**config.mk**
```make
export PLATFORM = sky130hd
export DESIGN_NAME = sram_like_arbiter
export DESIGN_NICKNAME = d
export VERILOG_FILES = /design/src/rtl/sram_like_arbiter.sv
export SDC_FILE = /design/constraint.sdc
export NUM_CORES = 1
export LEC_CHECK = 0
export BUFFER_PORTS_ARGS = -buffer_cell sky130_fd_sc_hd__clkbuf_2
export CAP_MARGIN = 20
export CELL_PAD_IN_SITES_DETAIL_PLACEMENT = 0
export CELL_PAD_IN_SITES_GLOBAL_PLACEMENT = 1
export CORE_AREA = 2 2 123 125
export DETAILED_ROUTE_END_ITERATION = 16
export DIE_AREA = 0 0 125 127
export HOLD_SLACK_MARGIN = 0.15
export PLACE_DENSITY = 0.8
export REMOVE_ABC_BUFFERS = 1
export SYNTH_ARGS = -nofsm -noshare
export SYNTH_HDL_FRONTEND = slang
export SYNTH_SLANG_ARGS = --single-unit
```
**constraint.sdc**
```tcl
create_clock -name clk -period 3.25 [get_ports clk]
set_input_delay 0.65 -clock clk [delete_from_list [all_inputs] [get_ports clk]]
set_output_delay 0.65 -clock clk [all_outputs]
set_load 0.05 [all_outputs]
```
**src/rtl/sram_like_arbiter.sv**
```systemverilog
// Shares one sram-like memory port between the inst and data masters, tracking
// response ownership in an in-order tag FIFO. Define ARB_RR_EN for round-robin grants.
module sram_like_arbiter #(
  parameter int OT_DEPTH = 2
) (
  input  logic        clk,
  input  logic        reset,
  input  logic        inst_sram_en,
  input  logic        inst_sram_wr,
  input  logic [1:0]  inst_sram_size,
  input  logic [3:0]  inst_sram_wen,
  input  logic [31:0] inst_sram_addr,
  input  logic [31:0] inst_sram_wdata,
  output logic        inst_sram_addr_ok,
  output logic        inst_sram_data_ok,
  output logic [31:0] inst_sram_rdata,
  input  logic        data_sram_en,
  input  logic        data_sram_wr,
  input  logic [1:0]  data_sram_size,
  input  logic [3:0]  data_sram_wen,
  input  logic [31:0] data_sram_addr,
  input  logic [31:0] data_sram_wdata,
  output logic        data_sram_addr_ok,
  output logic        data_sram_data_ok,
  output logic [31:0] data_sram_rdata,
  output logic        mem_en,
  output logic        mem_wr,
  output logic [1:0]  mem_size,
  output logic [3:0]  mem_wen,
  output logic [31:0] mem_addr,
  output logic [31:0] mem_wdata,
  input  logic        mem_addr_ok,
  input  logic        mem_data_ok,
  input  logic [31:0] mem_rdata,
  output logic        arb_err
);
  localparam int PW = $clog2(OT_DEPTH);
  localparam logic INST = 1'b0;
  localparam logic DATA = 1'b1;

  logic [PW-1:0]       wptr_q, rptr_q;
  logic [PW:0]         cnt_q, cnt_d;
  logic [OT_DEPTH-1:0] tag_q;
  logic                lock_q, lock_d, owner_q, owner_d, err_q, err_d;
  logic                full, empty, gnt, gnt_en, push, pop, head;
`ifdef ARB_RR_EN
  logic                last_q, last_d;
`endif

  always_comb begin
    full  = (cnt_q == (PW+1)'(OT_DEPTH));
    empty = (cnt_q == '0);
    if (lock_q)
      gnt = owner_q;
    else if (data_sram_en && inst_sram_en)
`ifdef ARB_RR_EN
      gnt = ~last_q;
`else
      gnt = DATA;
`endif
    else
      gnt = data_sram_en ? DATA : INST;
    gnt_en = gnt ? data_sram_en : inst_sram_en;
    // Outputs are forced low while reset is held, not just after the next edge.
    mem_en = gnt_en & ~full & ~reset;
  end

  assign mem_wr    = mem_en & (gnt ? data_sram_wr : inst_sram_wr);
  assign mem_size  = mem_en ? (gnt ? data_sram_size  : inst_sram_size)  : 2'd0;
  assign mem_wen   = mem_en ? (gnt ? data_sram_wen   : inst_sram_wen)   : 4'd0;
  assign mem_addr  = mem_en ? (gnt ? data_sram_addr  : inst_sram_addr)  : 32'd0;
  assign mem_wdata = mem_en ? (gnt ? data_sram_wdata : inst_sram_wdata) : 32'd0;

  assign push = mem_en & mem_addr_ok;
  assign pop  = mem_data_ok & ~empty & ~reset;
  assign head = tag_q[rptr_q];

  assign inst_sram_addr_ok = push & (gnt == INST);
  assign data_sram_addr_ok = push & (gnt == DATA);
  assign inst_sram_data_ok = pop & (head == INST);
  assign data_sram_data_ok = pop & (head == DATA);
  assign inst_sram_rdata   = reset ? 32'd0 : mem_rdata;
  assign data_sram_rdata   = reset ? 32'd0 : mem_rdata;
  assign arb_err           = err_q;

  always_comb begin
    cnt_d   = cnt_q + (PW+1)'(push) - (PW+1)'(pop);
    lock_d  = lock_q;
    owner_d = owner_q;
    // A stalled request pins the port to its master until the address is taken.
    if (mem_en && !mem_addr_ok) begin
      lock_d  = 1'b1;
      owner_d = gnt;
    end else if (push) begin
      lock_d  = 1'b0;
    end
    err_d = err_q | (mem_data_ok & empty);
`ifdef ARB_RR_EN
    last_d = push ? gnt : last_q;
`endif
  end

  always_ff @(posedge clk or posedge reset) begin
    if (reset) begin
      wptr_q  <= '0;
      rptr_q  <= '0;
      cnt_q   <= '0;
      tag_q   <= '0;
      lock_q  <= 1'b0;
      owner_q <= INST;
      err_q   <= 1'b0;
    end else begin
      if (push) begin
        tag_q[wptr_q] <= gnt;
        wptr_q        <= wptr_q + PW'(1);
      end
      if (pop) rptr_q <= rptr_q + PW'(1);
      cnt_q   <= cnt_d;
      lock_q  <= lock_d;
      owner_q <= owner_d;
      err_q   <= err_d;
    end
  end

`ifdef ARB_RR_EN
  always_ff @(posedge clk or posedge reset) begin
    if (reset) last_q <= INST;
    else       last_q <= last_d;
  end
`endif

endmodule

```
==> flow_summary.json <==
{
  "hold_viol_final": 0,
  "fmax_ghz": 0.365,
  "cts.sinks": 9,
  "crit_slowest_cell": "a211o_2",
  "post-route-period-util": 0.844,
  "dieArea_um2": 15900,
  "grt_pass1_vias": 2733,
  "cts_setup_buffers": 0,
  "fin_ws_ps": 508,
  "grt_max_degree": 45,
  "areaGrowthSynthToFinish_pct": 88.6,
  "drv_cap": 0,
  "first_pass_iters": 4,
  "p_per_area_nw_per_um2": 768,
  "start_util": 0.132,
  "routed_via_density": 3.82,
  "hold_buffers": 0,
  "cts_tree": "yes",
  "die_y_um": 127,
  "crit_top_cell": "clkbuf_2",
  "ir_drop_uv": 387,
  "cts.path.max_buffers": 2,
  "whs_endpoint": "arb_err",
  "nFillCells": 1627,
  "grt.total_usage": 0.104,
  "seq_area_frac_synth": 0.118,
  "pre_cts_ws_ps": 494,
  "ctsRootBufferMaster": "clkbuf_16",
  "num_vias": 3065,
  "rr_worst_depth": 8,
  "setup_viol": 0,
  "grt_pass1_wl_um": 14000,
  "reg2reg_to": "cnt_q[1]",
  "rrSetupSlack_ps": 1320,
  "critPathLaunchType": "input port",
  "status": "completed",
  "slowest_delay_ps": 350,
  "ant_nets": 0,
  "synth.avg_cell_area_um2": 5.55,
  "n_antenna_cell": 0,
  "min_path_cells": 1,
  "slew_viol_final": 0,
  "nNetsFinal": 800,
  "synth_mux_area_frac": 0.0354,
  "io_buffers": 320,
  "ys_ff_latch": 9,
  "hold_ws_ps": 454,
  "core_area_um2": 14400,
  "wire_per_inst_um": 11.8,
  "synthDistinctLibCells": 28,
  "stdcell_count": 802,
  "tightest_slew_ps": 493,
  "grt_overflow_total": 0,
  "synthSimpleGateAreaFrac": 0.413,
  "dp_cells": 798,
  "antenna_found_initial": 0,
  "cp-end-kind": "output port",
  "final_cell_mix": "clkbuf_2 (316), nand2_1 (142), a21oi_1 (72)",
  "hp-start": "arb_err",
  "row_count": 44,
  "drc": 0,
  "synth_fa_ha_area_frac": 0.00655,
  "worstSetupStartpoint": "reset",
  "synth-xor-area-share": 0.0229,
  "r2r-start": "owner_q",
  "place_hpwl_um": 7960,
  "mostFrequentLayoutCell": "clkbuf_2",
  "crit_chain": "clkbuf_2 > o21bai_1 > a211o_2 > buf_4 > a21oi_1 > clkbuf_2",
  "cts_buffers": 3,
  "clk_pin_slew_worst_paths_ps": 40,
  "synth_compound_area_frac": 0.217,
  "synthesis.area_um2": 1910,
  "post_cts_resized": 0,
  "p_leak_nw": 2.14,
  "routed_wl_um": 9500,
  "critPathMaxFanout": 41,
  "yosys_warnings": 0,
  "required_ps": 2600,
  "relSlewSlack": 0.671,
  "critical_path_class": "input port to output port",
  "drt_iter0_markers": 129,
  "fin_crit_ps": 2740,
  "boundaryPins": 321,
  "place_congestion": 0.820,
  "drive_gt1_frac": 0.547,
  "grt_setup_unrepaired": "false",
  "clk_latency_ps": 240,
  "total_power_w": 0.00277,
  "dieWidth_um": 125,
  "netlist_instances": 344,
  "cts_max_level": 1,
  "hold_path.class": "register to register",
  "skew_ps": 1.98,
  "cp.arrival_ps": 2090,
  "synth_top_family_by_area": "simple AND/OR/NAND/NOR gates"
}
-- worst max-delay path by stage --
stage	to	slack, ps	cells past startpoint
global placement	mem_addr[19]	490	6
detailed placement	mem_addr[19]	490	6
global route	mem_addr[5]	400	6
floorplan	mem_addr[0]	-710	3
CTS	mem_addr[19]	490	6
finish	mem_addr[19]	510	6
-- registers in the layout (all words and copies together) (netlist names) --
| register | count |
|---|---|
| rptr_q | 1 |
| wptr_q | 1 |
| cnt_q | 2 |
| lock_q | 1 |
| arb_err | 1 |
| owner_q | 1 |
| tag_q | 2 |
-- through the flow --
step	cell area [um^2]	setup TNS (ps)	util
after floorplan	1560	-51420	-
after global placement	3520	0	0.244
after detailed placement	3520	0	0.244
after CTS	3600	0	0.250
after global routing	3600	0	0.250
final	3600	0	0.250
-- per-layer routing --
metal / GRT usage / share of wire / vias to the layer above
met5: 0 / 0 / -
met4: 0.0163 / 0.011 / 0
met3: 0.0126 / 0.058 / 9
met2: 0.173 / 0.47 / 137
met1: 0.147 / 0.46 / 1303
li1: - / - / 1616
-- synthesized netlist by cell type, drive strengths merged --
cell / instances / area [um^2]
clkbuf: 16 / 60.1
a31oi: 1 / 6.26
inv: 2 / 7.50
nor4: 1 / 6.26
o21bai: 1 / 7.51
nor2: 5 / 18.8
a21o: 1 / 7.51
ha: 1 / 12.5
dfrtp: 9 / 225
a211o: 1 / 8.76
o21a: 1 / 7.51
a21oi: 72 / 360
mux2i: 3 / 33.8
o211ai: 1 / 7.51
nand2: 143 / 539
a41oi: 1 / 8.76
nor3b: 1 / 12.5
buf: 42 / 289
mux2: 3 / 33.8
nor2b: 34 / 213
xnor2: 4 / 35.0
xor2: 1 / 8.76
-- cell type report --
cell class / count / area [um^2] / share of cell area
sequential: 9 / 225 / 0.0625
timing repair buffer: 328 / 1720 / 0.478
tap: 184 / 230 / 0.0639
clock buffer: 4 / 78.8 / 0.0219
multi-input combinational: 275 / 1340 / 0.371
inverter: 2 / 7.51 / 0.00208
-- critical path: cells and delay by family --
family | cells | cell delay, ps
compound gates | 3 | 760
buf+inv | 3 | 670
-- kinds of logic (layout without fill, tap and decap cells) --
kind of cell / count (synthesis) / in the layout
AO/OA/AOI/OAI: 79 / 79
XOR/XNOR: 5 / 5
adder cells (fa/ha/maj): 1 / 1
buffers and inverters: 60 / 334
flip-flops: 9 / 9
multiplexers: 6 / 6
AND/OR/NAND/NOR: 184 / 184
-- where the power goes --
group	internal (W)	leakage, nW	total, W	switching (W)
clock network	0.000164	0.0382	0.000218	0.0000538
registers	0.000164	0.102	0.000223	0.0000589
logic	0.000595	2.00	0.00232	0.00173
(Power assumes the default switching activity.)
